`src/rtl/mem_arb_pkg.sv`:
```
// mem_arb_pkg: shared types and widths for the unified memory port arbiter
//   resp_sel_t : which port owns the response in flight (none / fetch / data)
//   DW, BEW    : data width and byte-enable width
package mem_arb_pkg;
    localparam int DW  = 32;
    localparam int BEW = 4;
    typedef enum logic [1:0] {RESP_NONE, RESP_I, RESP_D} resp_sel_t;
endpackage

```
`src/rtl/mem_port_arbiter_if.sv`:
```
// mem_port_arbiter_if: fetch port, data port, RAM port and stall lines of the arbiter
//   master : pipeline/RAM side (drives requests and ram_rdata)
//   slave  : arbiter side (drives grants, responses, RAM controls, stalls)
//   MEM_ARB_PERF_EN adds perf_conflict/perf_starve to both modports
interface mem_port_arbiter_if #(parameter int AW = 8);
    import mem_arb_pkg::*;
    logic           i_req, i_gnt, i_rvalid;
    logic [31:0]    i_addr;
    logic [DW-1:0]  i_rdata;
    logic           d_req, d_gnt, d_rvalid;
    logic [BEW-1:0] d_we;
    logic [31:0]    d_addr;
    logic [DW-1:0]  d_wdata, d_rdata;
    logic           ram_en;
    logic [BEW-1:0] ram_we;
    logic [AW-1:0]  ram_addr;
    logic [DW-1:0]  ram_wdata, ram_rdata;
    logic           stall_i, stall_d;
`ifdef MEM_ARB_PERF_EN
    logic [31:0]    perf_conflict, perf_starve;
    modport master (output i_req, i_addr, d_req, d_we, d_addr, d_wdata, ram_rdata,
                    input i_gnt, i_rvalid, i_rdata, d_gnt, d_rvalid, d_rdata,
                    ram_en, ram_we, ram_addr, ram_wdata, stall_i, stall_d,
                    perf_conflict, perf_starve);
    modport slave  (input i_req, i_addr, d_req, d_we, d_addr, d_wdata, ram_rdata,
                    output i_gnt, i_rvalid, i_rdata, d_gnt, d_rvalid, d_rdata,
                    ram_en, ram_we, ram_addr, ram_wdata, stall_i, stall_d,
                    perf_conflict, perf_starve);
`else
    modport master (output i_req, i_addr, d_req, d_we, d_addr, d_wdata, ram_rdata,
                    input i_gnt, i_rvalid, i_rdata, d_gnt, d_rvalid, d_rdata,
                    ram_en, ram_we, ram_addr, ram_wdata, stall_i, stall_d);
    modport slave  (input i_req, i_addr, d_req, d_we, d_addr, d_wdata, ram_rdata,
                    output i_gnt, i_rvalid, i_rdata, d_gnt, d_rvalid, d_rdata,
                    ram_en, ram_we, ram_addr, ram_wdata, stall_i, stall_d);
`endif
endinterface

```
`src/rtl/mem_arb_starve_ctr.sv`:
```
// mem_arb_starve_ctr: saturating count of consecutive fetch denials
//   clk, rst (sync, active-low), inc, clr in; at_max out when count == STARVE_MAX
module mem_arb_starve_ctr #(parameter int STARVE_MAX = 4) (
    input  logic clk,
    input  logic rst,
    input  logic inc,
    input  logic clr,
    output logic at_max
);
    localparam int CW = $clog2(STARVE_MAX + 1);
    logic [CW-1:0] cnt;
    always_ff @(posedge clk)
        if (!rst || clr) cnt <= '0;
        else if (inc && !at_max) cnt <= cnt + 1'b1;
    assign at_max = cnt == CW'(STARVE_MAX);
endmodule

```
`src/rtl/mem_port_arbiter.sv`:
```
// mem_port_arbiter: shares one 1-cycle-latency RAM between fetch and data ports
//   clk, rst (sync, active-low) plain ports; bus (slave modport) carries the
//   fetch/data request-grant-response signals, RAM controls and stall_i/stall_d.
//   Data beats fetch on conflict unless fetch has been denied STARVE_MAX times.
//   Define MEM_ARB_PERF_EN for perf_conflict/perf_starve counters.
module mem_port_arbiter
    import mem_arb_pkg::*;
#(
    parameter int AW         = 8,
    parameter int STARVE_MAX = 4
) (
    input  logic              clk,
    input  logic              rst,
    mem_port_arbiter_if.slave bus
);
    logic      at_max, i_gnt, d_gnt, resp_wr, wr_nxt;
    resp_sel_t resp_sel, resp_nxt;
    assign i_gnt = rst && bus.i_req && (!bus.d_req || at_max);
    assign d_gnt = rst && bus.d_req && !(bus.i_req && at_max);
    assign bus.i_gnt     = i_gnt;
    assign bus.d_gnt     = d_gnt;
    assign bus.stall_i   = bus.i_req && !i_gnt;
    assign bus.stall_d   = bus.d_req && !d_gnt;
    assign bus.ram_en    = i_gnt || d_gnt;
    assign bus.ram_we    = d_gnt ? bus.d_we : '0;
    assign bus.ram_wdata = d_gnt ? bus.d_wdata : '0;
    assign bus.ram_addr  = d_gnt ? bus.d_addr[AW+1:2] : i_gnt ? bus.i_addr[AW+1:2] : '0;
    mem_arb_starve_ctr #(.STARVE_MAX(STARVE_MAX)) u_starve (
        .clk    (clk),
        .rst    (rst),
        .inc    (bus.i_req && bus.d_req && d_gnt),
        .clr    (i_gnt || !bus.i_req),
        .at_max (at_max)
    );
    always_ff @(posedge clk)
        if (!rst) begin
            resp_sel <= RESP_NONE;
            resp_wr  <= 1'b0;
        end else begin
            resp_sel <= resp_nxt;
            resp_wr  <= wr_nxt;
        end
    always_comb begin
        resp_nxt = d_gnt ? RESP_D : i_gnt ? RESP_I : RESP_NONE;
        wr_nxt   = d_gnt && |bus.d_we;
    end
    // stores complete with a valid beat but never expose RAM read data
    assign bus.i_rvalid = resp_sel == RESP_I;
    assign bus.d_rvalid = resp_sel == RESP_D;
    assign bus.i_rdata  = bus.i_rvalid ? bus.ram_rdata : '0;
    assign bus.d_rdata  = (bus.d_rvalid && !resp_wr) ? bus.ram_rdata : '0;
`ifdef MEM_ARB_PERF_EN
    always_ff @(posedge clk)
        if (!rst) begin
            bus.perf_conflict <= '0;
            bus.perf_starve   <= '0;
        end else begin
            if (bus.i_req && bus.d_req) bus.perf_conflict <= bus.perf_conflict + 32'd1;
            if (i_gnt && bus.d_req) bus.perf_starve <= bus.perf_starve + 32'd1;
        end
`endif
endmodule

```
`src/flat_wrapper.sv`:
```
// flat-port wrapper written by rule: the top's interface ports become plain ports
module mem_port_arbiter_flat import mem_arb_pkg::*;
#(
    parameter int AW         = 8,
    parameter int STARVE_MAX = 4
)
  (clk, rst, bus_i_req, bus_i_addr, bus_d_req, bus_d_we, bus_d_addr, bus_d_wdata, bus_ram_rdata, bus_i_gnt, bus_i_rvalid, bus_i_rdata, bus_d_gnt, bus_d_rvalid, bus_d_rdata, bus_ram_en, bus_ram_we, bus_ram_addr, bus_ram_wdata, bus_stall_i, bus_stall_d);
  mem_port_arbiter_if #(.AW(AW)) bus_i ();
  input  logic clk;
  input  logic rst;
  input wire logic [$bits(bus_i.i_req)-1:0] bus_i_req;
  input wire logic [$bits(bus_i.i_addr)-1:0] bus_i_addr;
  input wire logic [$bits(bus_i.d_req)-1:0] bus_d_req;
  input wire logic [$bits(bus_i.d_we)-1:0] bus_d_we;
  input wire logic [$bits(bus_i.d_addr)-1:0] bus_d_addr;
  input wire logic [$bits(bus_i.d_wdata)-1:0] bus_d_wdata;
  input wire logic [$bits(bus_i.ram_rdata)-1:0] bus_ram_rdata;
  output wire logic [$bits(bus_i.i_gnt)-1:0] bus_i_gnt;
  output wire logic [$bits(bus_i.i_rvalid)-1:0] bus_i_rvalid;
  output wire logic [$bits(bus_i.i_rdata)-1:0] bus_i_rdata;
  output wire logic [$bits(bus_i.d_gnt)-1:0] bus_d_gnt;
  output wire logic [$bits(bus_i.d_rvalid)-1:0] bus_d_rvalid;
  output wire logic [$bits(bus_i.d_rdata)-1:0] bus_d_rdata;
  output wire logic [$bits(bus_i.ram_en)-1:0] bus_ram_en;
  output wire logic [$bits(bus_i.ram_we)-1:0] bus_ram_we;
  output wire logic [$bits(bus_i.ram_addr)-1:0] bus_ram_addr;
  output wire logic [$bits(bus_i.ram_wdata)-1:0] bus_ram_wdata;
  output wire logic [$bits(bus_i.stall_i)-1:0] bus_stall_i;
  output wire logic [$bits(bus_i.stall_d)-1:0] bus_stall_d;
  assign bus_i.i_req = bus_i_req;
  assign bus_i.i_addr = bus_i_addr;
  assign bus_i.d_req = bus_d_req;
  assign bus_i.d_we = bus_d_we;
  assign bus_i.d_addr = bus_d_addr;
  assign bus_i.d_wdata = bus_d_wdata;
  assign bus_i.ram_rdata = bus_ram_rdata;
  assign bus_i_gnt = bus_i.i_gnt;
  assign bus_i_rvalid = bus_i.i_rvalid;
  assign bus_i_rdata = bus_i.i_rdata;
  assign bus_d_gnt = bus_i.d_gnt;
  assign bus_d_rvalid = bus_i.d_rvalid;
  assign bus_d_rdata = bus_i.d_rdata;
  assign bus_ram_en = bus_i.ram_en;
  assign bus_ram_we = bus_i.ram_we;
  assign bus_ram_addr = bus_i.ram_addr;
  assign bus_ram_wdata = bus_i.ram_wdata;
  assign bus_stall_i = bus_i.stall_i;
  assign bus_stall_d = bus_i.stall_d;
  mem_port_arbiter #(.AW(AW), .STARVE_MAX(STARVE_MAX)) u_core (.clk(clk), .rst(rst), .bus(bus_i));
endmodule
```
`config.mk`:
```
export PLATFORM = sky130hd
export DESIGN_NAME = mem_port_arbiter_flat
export DESIGN_NICKNAME = d
export VERILOG_FILES = /design/src/rtl/mem_arb_pkg.sv /design/src/rtl/mem_port_arbiter_if.sv /design/src/rtl/mem_arb_starve_ctr.sv /design/src/rtl/mem_port_arbiter.sv /design/src/flat_wrapper.sv
export SDC_FILE = /design/constraint.sdc
export NUM_CORES = 1
export LEC_CHECK = 0
export BUFFER_PORTS_ARGS = -buffer_cell sky130_fd_sc_hd__buf_2
export CAP_MARGIN = 25
export CORE_AREA = 2 2 97 99
export CTS_BUF_LIST = sky130_fd_sc_hd__clkbuf_4 sky130_fd_sc_hd__clkbuf_8
export DETAILED_ROUTE_END_ITERATION = 10
export DIE_AREA = 0 0 99 101
export PLACE_DENSITY = 0.59
export SYNTH_ARGS = -nofsm -noshare
export SYNTH_HDL_FRONTEND = slang
export SYNTH_SLANG_ARGS = --single-unit
```
`constraint.sdc`:
```
create_clock -name clk -period 1.48 [get_ports clk]
set_clock_uncertainty 0.05 [all_clocks]
set_input_delay 0.148 -clock clk [delete_from_list [all_inputs] [get_ports clk]]
set_output_delay 0.148 -clock clk [all_outputs]
set_load 0.03 [all_outputs]
```
[Word level (Yosys, flattened, before mapping)]
Index checks and enable logic that the tools add are counted.
Cells by class
  bitwise gates (word level): 1
  reduce and logical (&&, ||, !) cells: 26
  mux-type cells: 8
  add/sub/neg operators: 1
  equality and inequality tests: 3
Operators by type and width (count)
  $mux W32: 3
  $mux W8: 2
  $logic_and A1 B1 Y1: 12
  $logic_not A1 Y1: 8
  $logic_or A1 B1 Y1: 4
  $mux W4: 1
  $reduce_or A4 Y1: 1
  $add A3 B1 Y3 const B: 1
  $eq A3 B3 Y1 const B: 1
  $eq A2 B1 Y1 const B: 1
  $eq A2 B2 Y1 const B: 1
  $mux W2: 1
  $reduce_or A2 Y1: 1
  $mux W1: 1
  $not A1 Y1: 1
Storage, ports and cells
  input port bits: 136
  flip-flop bits (word level): 6
  output and inout bits: 115
  word-level logic and storage cells: 43

[Longest topological paths before layout]
Gate-level depths: netlist of the first run.
  word-level depth: 6
  gate-level depth with buffers: 7
  gate-level depth less buffers: 4

[Cells and area by module]
From an unflattened synthesis of the first run, not the netlist that was laid out.
Second synthesis, totals
  cells, all modules: 157
  area total of the unflattened synthesis: 1126.1 sq um
Modules (own cells, without submodules)
  mem_port_arbiter: times used 1, cells an instance 139, area an instance 938.4 sq um, sequential area each 60.1 sq um
  mem_arb_starve_ctr: times used 1, cells an instance 18, area an instance 187.7 sq um, sequential area each 60.1 sq um

[Worst setup path before layout of the first run]
OpenSTA, ideal clock, no wires.
  kind: reg2out
  start point: register u_core.u_starve.cnt[0]
  end point: output bus_ram_wdata[0]
  slack: -0.523 ns
  stages on the path, launching flop included: 7
  required time: 1.282 ns
  arrival time: 1.805 ns
  cell sequence: dfxtp_1 > inv_1 > ha_1 > and3_1 > clkbuf_2 > buf_2 > nor3b_1
On the way
  longest elaborated chain between the ends: 5
RTL lines
  from (decl): line mem_arb_starve_ctr.sv:11  | logic [CW-1:0] cnt;
  from (signal assigned): line mem_arb_starve_ctr.sv:14  | else if (inc && !at_max) cnt <= cnt + 1'b1;
  $eq A3 B3 Y1: line mem_arb_starve_ctr.sv:15  | assign at_max = cnt == CW'(STARVE_MAX);
  $logic_and A1 B1 Y1: line mem_port_arbiter.sv:19  | assign d_gnt = rst && bus.d_req && !(bus.i_req && at_max);
  $logic_not A1 Y1: line mem_port_arbiter.sv:19
  $logic_and A1 B1 Y1: line mem_port_arbiter.sv:19
  $mux W32: line mem_port_arbiter.sv:26  | assign bus.ram_wdata = d_gnt ? bus.d_wdata : '0;
  to (decl): line flat_wrapper.sv:27  | output wire logic [$bits(bus_i.ram_wdata)-1:0] bus_ram_wdata;
No other way between the ends.

[Final worst setup path of the first run]
  start point: register u_core.u_starve.cnt[1]
  end point: output bus_stall_d
On the way
  longest elaborated chain between the ends: 6
RTL lines
  $eq A3 B3 Y1: line mem_arb_starve_ctr.sv:15
  $logic_and A1 B1 Y1: line mem_port_arbiter.sv:19
  $logic_not A1 Y1: line mem_port_arbiter.sv:19
  $logic_and A1 B1 Y1: line mem_port_arbiter.sv:19
  $logic_not A1 Y1: line mem_port_arbiter.sv:23  | assign bus.stall_d = bus.d_req && !d_gnt;
  $logic_and A1 B1 Y1: line mem_port_arbiter.sv:23
  to (decl): line flat_wrapper.sv:29  | output wire logic [$bits(bus_i.stall_d)-1:0] bus_stall_d;
No other way between the ends.

==> metrics, run 1 <==
Crit path required time 1280 ps; hold endpoint u_core.resp_wr$_SDFF_PN0_; RSZ-0062 raised after global routing true; max frequency 582.3 MHz; EDFF count, synth 0; CP endpoint kind output port; Placed Cells 488; main flop type after synthesis dfxtp_1; Post-Route WL 7558 um; die height 101 um; reg2reg setup slack 140 ps; Setup Viol. Count Final 99; post-route insts no fill 503; R2R cell count 4; synthesized area per cell 7.015 um^2; vias in the first global route 2111; DRC viols 0; Slew HR 73.71%; Worst-Skew Late Latency 220 ps; pins over their slew limit 0; failing checks setup timing; Critical Setup Path Class reg2out; Ys Warns 0; CTS buffer count 3; final hold violations 0; CTS root buf clkbuf_8; critical path arrival 1520 ps; status finished with violations; Syn Inst Count 178; PwrDens 361.4 mW/mm^2; area leader, netlist and2_1; hold crit path type in2reg; count leader, synth and2_1; largest net degree at the start of global routing 35; # hold bufs at CTS 0; Leak 1.872 nW; Seq/Total Area, Yosys 9.619%; Avg WL per Cell 15.03 um; CTS clk-pin slew, worst paths 40 ps; row count 35; Critical Path Start Type register; DR vias 2164; ANT nets after route 0; vias per cell 4.302; Yosys cell types 28; clock tree buffer depth 2; Final Util 46.26%; syn nets 316; crit-path max FO 15; Initial Util 13.91%; FFs w/ async S/R, synth 0%; Starting DRT DRC Count 31; initial antenna violation count 0; hold path depth 3; top cells by area, synth and2_1, nor3b_1, dfxtp_1; reg-to-reg endpoint u_core.u_starve.cnt[2]$_SDFFE_PP0P_; H-tree Lvls 1; Synth top area share 32.06%; total grt overflow 0; first-pass GRT wire length 10210 um; Nets 532; Syn Std Cell Area 0.001249 mm^2; Worst VDD drop 234.3 uV; number of diodes 0; register area 126.4 um^2; Period minus WS final 1717 ps; PortBufs 202; GPL Wtd Cong 0.6738; GRT Util Overall 12.45%; area grow syn2layout 232.6%; compound-gate portion of the synthesized area 11.42%; Clock Sinks 6; # IOs 251; core area 0.008977 mm^2; area occupied by multi-input gates 0.001715 mm^2; min-delay src bus_d_we[2]; Die Area 0.009999 mm^2; Synth Register Bits 6; max-cap violations 0; # fillers 819; fin crit share 116.0%; DR pass1 iterations 2; Synth Area in XOR/XNOR 0%; adder-cell share of the synthesized area 2.004%; fraction of the mapped netlist area in simple logic gates 67.43%; CTS tree built; most frequent cells after synthesis and2_1, nor3b_1, nand3_1; largest family of logic cells by synthesized area simple AND/OR/NAND/NOR gates; Reg2Reg Launch Point u_core.u_starve.cnt[0]$_SDFFE_PP0P_; Slew @ Worst Pin 390.8 ps; post-DP HPWL 4842 um; mux share of post-synthesis cell area 0%; Die W 99 um; layout cells sized above 1 92.09%; CP startpoint u_core.u_starve.cnt[1]$_SDFFE_PP0P_; final worst slack -237.2 ps
## cell type report
class	instances	share of cell area [%]
clock buffer	3	0.9943
inverter	3	0.2712
multi-input combinational	148	41.31
sequential	6	3.043
tap	111	3.344
timing repair buffer	232	51.04
## critical path, stage by stage, from the launching register on
cell	delay, ps
dfxtp_2	310
inv_2	60
ha_4	130
and3_4	280
buf_12	230
o21a_1	150
buf_6	130
## through the flow
| step | TNS, ps | area (um^2) | hold WS (ps) | total power, W | setup WS, ps |
|---|---|---|---|---|---|
| 2_1_floorplan | -2408 | 1837 | 248.0 | 0.0007041 | -88.40 |
| 3_3_place_gp | -683.4 | 3013 | 393.3 | 0.0009769 | -43.10 |
| 3_5_place_dp | -1044 | 3013 | 393.8 | 0.0009863 | -61.61 |
| 4_1_cts | -12780 | 3854 | 164.2 | 0.001468 | -248.1 |
| 5_1_grt | -15530 | 4153 | 196.4 | 0.001565 | -289.6 |
| 6_report | -10470 | 4153 | 156.9 | 0.001501 | -237.2 |
## registers in the layout (all words and copies together), names as in the netlist
name and cells:
u_core.u_starve.cnt 3, u_core.resp_wr 1, u_core.resp_sel 2
## worst max-delay path by stage
| stage | to | depth (start not counted) |
|---|---|---|
| after floorplan | bus_ram_addr[1] | 7 |
| after global placement | bus_ram_wdata[11] | 6 |
| after detailed placement | bus_ram_we[0] | 6 |
| after CTS | bus_ram_wdata[11] | 6 |
| after global routing | bus_stall_d | 6 |
| final | bus_stall_d | 6 |
## logic make-up after synthesis
family	Yosys count
compound gates	15
fa+ha+maj	2
buf+inv	24
flops	6
simple gates	131
## routing by layer
metal,wire length (um),part of all wire (%),vias to the layer above,track usage (%)
li1,-,-,1031,-
met1,2763,37,1010,12.94
met3,594,7.9,5,2.219
met5,0,0,-,0
met4,67,0.89,0,3.477
met2,4133,55,118,25.21
## layout by cell type, fill, tap and decap left out
master     netlist  routed
buf_6            2     120
and2b_4          0       1
nand3_1         17      17
and2_4           0      64
nor3b_4          0      37
buf_4            1      11
ha_4             0       1
buf_12           0       6
nor2b_1          1       1
o21a_1           2       2
nand2_4          0       1
nor4_1           1       1
inv_2            0       2
nand2_1          2       1
or3b_2           1       1
buf_2            7      89
inv_1            3       1
dfxtp_2          0       5
and3_4           0       1
a21oi_1          1       1
a211oi_1         2       2
nor3_2           1       1
nor2_1           4       2
clkbuf_16        0       3
ha_1             2       1
a21boi_4         0       1
clkbuf_8         0       3
dfxtp_1          6       1
nand2b_1         1       1
buf_8            0       3
o22ai_4          0       9
nor2_4           0       2
## report_power, final
group	total (W)	internal, W	switching (W)
Sequential	0.000174	0.000169	0.00000436
Combinational	0.00108	0.000552	0.000529
Clock	0.000246	0.000175	0.0000712
## what timing repair did
action / 4_1_cts / 5_1_grt
gates cloned: 3 / 5
pin swaps: 31 / 38
setup buffers: 7 / 1
resized for setup: 213 / 127
setup endpoints to repair: 91 / 113
Note: power is estimated with default switching activity, not from simulation.
==> run 2: changes to the inputs <==
- ABC_AREA: default -> 1
- CORE_AREA: 2 2 97 99 -> 2 2 96 98
- DIE_AREA: 0 0 99 101 -> 0 0 98 100
==> run 2 against run 1 <==
The run still ends with setup timing left; clock power decreased by 5%; synthesized area decreased by 5.5%; wire length decreased by 18%; combinational power decreased by 15%; sequential share of layout area increased by 0.72 points; final area decreased by 21%; via count increased by 1.6%.
==> metrics, run 2 <==
register area 123.9 um^2 (-2.0%); switching part of the total 45.53% (+5.2 points); syn nets 386 (+22%); Top reg by flops u_core.u_starve.cnt; post-route insts no fill 568 (+13%); crit-path max FO 13 (-2); clock tree buffer depth 2 (unchanged); WP depth 7 (+1); layout cells sized above 1 67.40% (-25 points); ANT nets after route 0 (unchanged); vias in the first global route 1831 (-13%); CTS buffer count 3 (unchanged); reg2reg setup slack 220 ps (+80 ps); largest net degree at the start of global routing 34 (-2.9%); Reg2Reg Launch Point u_core.u_starve.cnt[0]$_SDFFE_PP0P_; fin crit share 104.9% (-11 points); RSZ-0062 raised after global routing true; top cells by area, synth nor2_1, inv_1, dfxtp_1; worst-path cell chain inv_2, ha_4, nand3_4, nand2_8, buf_16, nor2_2, buf_6; CTS clk-pin slew, worst paths 30 ps (about the same); Critical Path Max Stage Delay 320 ps (about the same); CTS root buf clkbuf_8; most frequent cells in the layout buf_2, inv_1, buf_6; count leader, synth nor2_1; GPL Wtd Cong 0.7166 (+6.4%); failing checks setup timing; Leak 1.973 nW (+5.4%); Slew @ Worst Pin 290.0 ps (-100.8 ps); DR pass1 iterations 4 (+2); Setup Viol. Count Final 48 (-52%); Starting DRT DRC Count 37 (+19%); Ys Warns 0 (unchanged); Post-Route WL 6215 um (-18%); commonest non-fill, non-tap cell in the layout buf_2; Avg WL per Cell 10.94 um (-27%); Yosys cell types 17 (-39%); Clock Sinks 6 (unchanged); max-cap violations 0 (unchanged); initial antenna violation count 0 (unchanged); vias per cell 3.871 (-10%); Switch Pwr 0.0006032 W (-0.25%); Syn Inst Count 248 (+39%); CP delay by family, top buffers and inverters; Die W 98 um (-1.0%); EDFF count, synth 0 (unchanged); final hold violations 0 (unchanged); Period minus WS final 1553 ps (-164.2 ps); die height 100 um (-0.99%); Die Area 0.009800 mm^2 (-2.0%); design area 0.003291 mm^2 (-21%); Nets 597 (+12%); # hold bufs at CTS 0 (unchanged); pins over their slew limit 0 (unchanged); area grow syn2layout 178.9%; Synth top area share 30.22% (-1.8 points); pre-CTS WS 37.40 ps (+99.01 ps); PwrDens 402.6 mW/mm^2 (+11%); hold crit path type in2reg; # IOs 251 (unchanged); Slowest-stage cell, CP dfxtp_2; FFs w/ async S/R, synth 0% (unchanged); post-DP HPWL 4155 um (-14%); area occupied by multi-input gates 993.5 um^2 (-42%); Initial Util 13.27% (-0.64 points); Worst Setup EP bus_ram_wdata[14]; Flop pwr share 13.0% (+1.4 points); Syn Std Cell Area 0.001180 mm^2 (-5.5%); combinational fraction of design power 69.4% (-2.6 points); hold path depth 5 (+2); Clock Power Share 17.7% (+1.3 points); status finished with violations; Seq/Total Area, Yosys 10.18% (+0.56 points); Worst VDD drop 213.6 uV (-8.9%); R2R cell count 7 (+3); Placed Cells 558 (+14%); PortBufs 202 (unchanged); GRT Util Overall 9.492% (-3.0 points); number of diodes 0 (unchanged); Critical Setup Path Class reg2out; Internal 0.0007215 W (-19%); WP buf/inv 3 (unchanged); first-pass GRT wire length 7824 um (-23%); max frequency 643.9 MHz (+11%); DRC viols 0 (unchanged); CTS tree built; Synth Register Bits 6 (unchanged); CP startpoint u_core.u_starve.cnt[1]$_SDFFE_PP0P_; # fillers 864 (+5.5%); dpl cell area 0.002384 mm^2 (-21%); Crit path required time 1280 ps (about the same); H-tree Lvls 1 (unchanged); area leader, netlist nor2_1; Worst-Skew Late Latency 220 ps (about the same); row count 35 (unchanged); total grt overflow 0 (unchanged); Top Registers u_core.u_starve.cnt x3, u_core.resp_sel x2, u_core.resp_wr x1; main flop type after synthesis dfxtp_1; final worst slack -73.03 ps (+164.2 ps); max reg flops 3 (unchanged); core area 0.008890 mm^2 (-0.98%); most frequent cells after synthesis nor2_1, inv_1, nand2_1; Slew HR 80.55% (+6.8 points); Setup TNS Final -2034 ps (+8435 ps); synthesized area per cell 4.758 um^2 (-32%); critical path arrival 1360 ps (-160 ps); DR vias 2199 (+1.6%); Critical Path Start Type register; reg-to-reg endpoint u_core.resp_wr$_SDFF_PN0_; Final Util 37.02% (-9.2 points); CP endpoint kind output port
-- run 2: how the worst min path moves through the flow --
stage | start | to | slack (ps)
floorplan | bus_d_req | u_core.u_starve.cnt[1]$_SDFFE_PP0P_ | 280
global placement | u_core.u_starve.cnt[0]$_SDFFE_PP0P_ | u_core.u_starve.cnt[0]$_SDFFE_PP0P_ | 440
detailed placement | u_core.u_starve.cnt[0]$_SDFFE_PP0P_ | u_core.u_starve.cnt[0]$_SDFFE_PP0P_ | 450
CTS | bus_d_req | u_core.u_starve.cnt[0]$_SDFFE_PP0P_ | 250
global route | bus_d_we[2] | u_core.resp_wr$_SDFF_PN0_ | 260
finish | bus_d_we[3] | u_core.resp_wr$_SDFF_PN0_ | 240
-- run 2: through the flow --
| stage | hold slack, ps | power [W] |
|---|---|---|
| floorplan | 283.4 | 0.0006063 |
| global placement | 444.0 | 0.0008431 |
| detailed placement | 453.9 | 0.0008528 |
| CTS | 250.1 | 0.001192 |
| global route | 262.6 | 0.001403 |
| finish | 235.8 | 0.001325 |
-- run 2: layer usage --
metal	GRT usage [%]	up-vias	share of wire, %
met5	0	-	0
met4	1.923	0	1.1
met3	2.228	4	10
met2	19.23	147	56
met1	9.865	951	33
li1	-	1097	-
-- run 2: logic make-up (layout without fill, tap and decap cells) --
family	Yosys count	in the layout	share of synthesized area, %
AO/OA/AOI/OAI	2	2	1.272
AND/OR/NAND/NOR	146	146	53.23
adder cells (fa/ha/maj)	2	2	2.121
buffers and inverters	92	301	33.19
flip-flops	6	6	10.18
-- run 2: power groups by stage --
stage	registers (W)	clock network, W	logic (W)
global route	0.000172	0.000256	0.000975
detailed placement	0.000173	0	0.000680
finish	0.000172	0.000234	0.000919
floorplan	0.000173	0	0.000434
CTS	0.000171	0.000243	0.000779
global placement	0.000172	0	0.000671
-- run 2: cell type report --
| type | count | share of cell area (%) |
|---|---|---|
| Timing Repair Buffer | 216 | 51.06 |
| Multi-Input combinational cell | 150 | 30.19 |
| Inverter | 82 | 9.506 |
| Tap cell | 111 | 4.221 |
| Sequential cell | 6 | 3.764 |
| Clock buffer | 3 | 1.255 |
-- run 2: timing repair --
| action | in CTS | in global routing |
|---|---|---|
| gates cloned | 1 | 3 |
| resized for setup | 106 | 165 |
| setup endpoints to repair | 55 | 94 |
| buffers inserted | 1 | 2 |
| pin swaps | 1 | 3 |
-- run 2: worst reg2reg max path, stage by stage, from the launching register on --
cell     delay (ps)
dfxtp_2         310
inv_2            60
ha_4            140
nand3_4         110
nand2_8         120
buf_16          180
buf_4           140
nor2_4           40
==> run 3: changes to the inputs <==
- CORE_AREA: 2 2 96 98 -> 2 2 98 100
- DIE_AREA: 0 0 98 100 -> 0 0 100 102
- PLACE_DENSITY: 0.59 -> 0.56
- clock period: 1.48 -> 1.83 ns (I/O delays scaled with it)
==> run 3 against run 2 <==
The run now ends clean; non-clock buffer count shrank 11; register-to-register slack improved by 370 ps; sequential share of layout area increased by 1.3 points; final area decreased by 28%; critical path depth is 1 lower; utilization down 11 points; global-route usage down 1.3 points; critical path type unchanged; largest power group unchanged.
==> metrics, run 3 (synthesized netlist as in run 2, its figures left out) <==
CTS root buf clkbuf_8; # Post-CTS Setup Buffers 0 (-1); Setup Viol. Count Final 0 (-100%); ANT nets after route 0 (unchanged); # fillers 1000 (+16%); vias per cell 3.722 (-3.9%); Crit path required time 1600 ps (+320 ps); final worst slack 63.15 ps (+136.2 ps); Starting DRT DRC Count 29 (-22%); most frequent cells in the layout buf_2, nor2_1, inv_1; max frequency 566.0 MHz; layout cells sized above 1 50.22% (-17 points); max reg flops 3 (unchanged); area grow syn2layout 101.8%; die height 102 um (+2.0%); Initial Util 12.95% (-0.32 points); clock tree buffer depth 2 (unchanged); DR pass1 iterations 4 (unchanged); CTS clk-pin slew, worst paths 30 ps (about the same); final hold violations 0 (unchanged); CTS buffer count 3 (unchanged); CTS tree built; Clock Sinks 6 (unchanged); first-pass GRT wire length 6796 um (-13%); fin crit share 96.55%; critical path arrival 1530 ps (+170 ps); Avg WL per Cell 9.057 um (-17%); vias in the first global route 1658 (-9.4%); Worst-Skew Late Latency 220 ps (about the same); DR vias 2073 (-5.7%); core area 0.009109 mm^2 (+2.5%); Post-Route WL 5045 um (-19%); total power 0.0008616 W (-35%); total grt overflow 0 (unchanged); GRT Util Overall 8.181% (-1.3 points); RSZ-0062 raised after global routing true; PortBufs 202 (unchanged); row count 35 (unchanged); # hold bufs at CTS 0 (unchanged); DRC viols 0 (unchanged); Critical Setup Path Class reg2out; post-DP HPWL 4481 um (+7.8%); initial antenna violation count 0 (unchanged); status complete, no violations; Worst VDD drop 188.1 uV (-12%); PwrDens 361.8 mW/mm^2 (-10%); CP endpoint kind output port; pre-CTS WS 179.2 ps (+141.8 ps); number of diodes 0 (unchanged); post-CTS resize count 1 (-99%); pins over their slew limit 0 (unchanged); H-tree Lvls 1 (unchanged); Slew HR 78.10% (-2.5 points); Leak 1.797 nW (-8.9%); GPL Wtd Cong 0.8099 (+13%); Critical Path Start Type register; crit-path max FO 40 (+27); Nets 586 (-1.8%); commonest non-fill, non-tap cell in the layout buf_2; Die W 100 um (+2.0%); # IOs 251 (unchanged); Top reg by flops u_core.u_starve.cnt; Period minus WS final 1767 ps; largest net degree at the start of global routing 41 (+21%); hold crit path type in2reg; Top Registers u_core.u_starve.cnt x3, u_core.resp_sel x2, u_core.resp_wr x1; max-cap violations 0 (unchanged); Slew @ Worst Pin 328.6 ps (+38.57 ps); Die Area 0.01020 mm^2 (+4.1%)
-- run 3: cell count changes in the layout (fill, tap and decap cells not counted), sizes merged --
cell / delta
clkbuf: +16
buf: -27
-- run 3: layout make-up --
| class | instances | area (um^2) | share of cell area (%) |
|---|---|---|---|
| clock buffer | 3 | 41.29 | 1.734 |
| inverter | 82 | 312.8 | 13.14 |
| multi-input combinational | 150 | 676.9 | 28.43 |
| sequential | 6 | 120.1 | 5.045 |
| tap | 111 | 138.9 | 5.833 |
| timing repair buffer | 205 | 1091 | 45.82 |
-- run 3: per-layer routing --
layer / routed length (um) / vias to the layer above / track usage (%)
met5: 0 / - / 0
met1: 1917 / 849 / 8.740
met3: 580 / 2 / 1.163
met2: 2527 / 152 / 16.94
li1: - / 1070 / -
met4: 19 / 0 / 1.581
-- run 3: path summary, 6_finish.rpt --
| path | slack (ps) | depth (start not counted) | start | end |
|---|---|---|---|---|
| setup / recovery | 60 | 6 | u_core.u_starve.cnt[0]$_SDFFE_PP0P_ | bus_ram_wdata[4] |
| setup reg to reg | 590 | 5 | u_core.u_starve.cnt[0]$_SDFFE_PP0P_ | u_core.resp_wr$_SDFF_PN0_ |
| hold reg to reg | 390 | 1 | u_core.u_starve.cnt[0]$_SDFFE_PP0P_ | u_core.u_starve.cnt[0]$_SDFFE_PP0P_ |
| hold / removal | 270 | 3 | bus_d_req | u_core.u_starve.cnt[1]$_SDFFE_PP0P_ |
-- run 3: report_power, final --
group	switching (W)	total (W)	internal (W)
Combinational	0.000356	0.000535	0.000179
Clock	0.0000481	0.000189	0.000141
Sequential	0.00000186	0.000138	0.000136
Total	0.000406	0.000862	0.000456
-- run 3: worst max-delay path: stages, from the launching register on --
cell,delay (ps)
dfxtp_1,340
inv_1,50
ha_1,230
nand3_4,120
nand2_8,170
nor2_1,170
clkbuf_4,210
-- run 3: metrics by stage --
stage	std cells	hold WS, ps	util, %	area [um^2]	setup TNS, ps
floorplan	248	318.4	-	1180	0
global route	557	293.4	26.14	2381	-258.1
finish	557	265.1	26.14	2381	0
detailed placement	554	389.4	24.96	2273	0
global placement	554	379.7	24.96	2273	0
CTS	557	266.8	25.51	2323	0
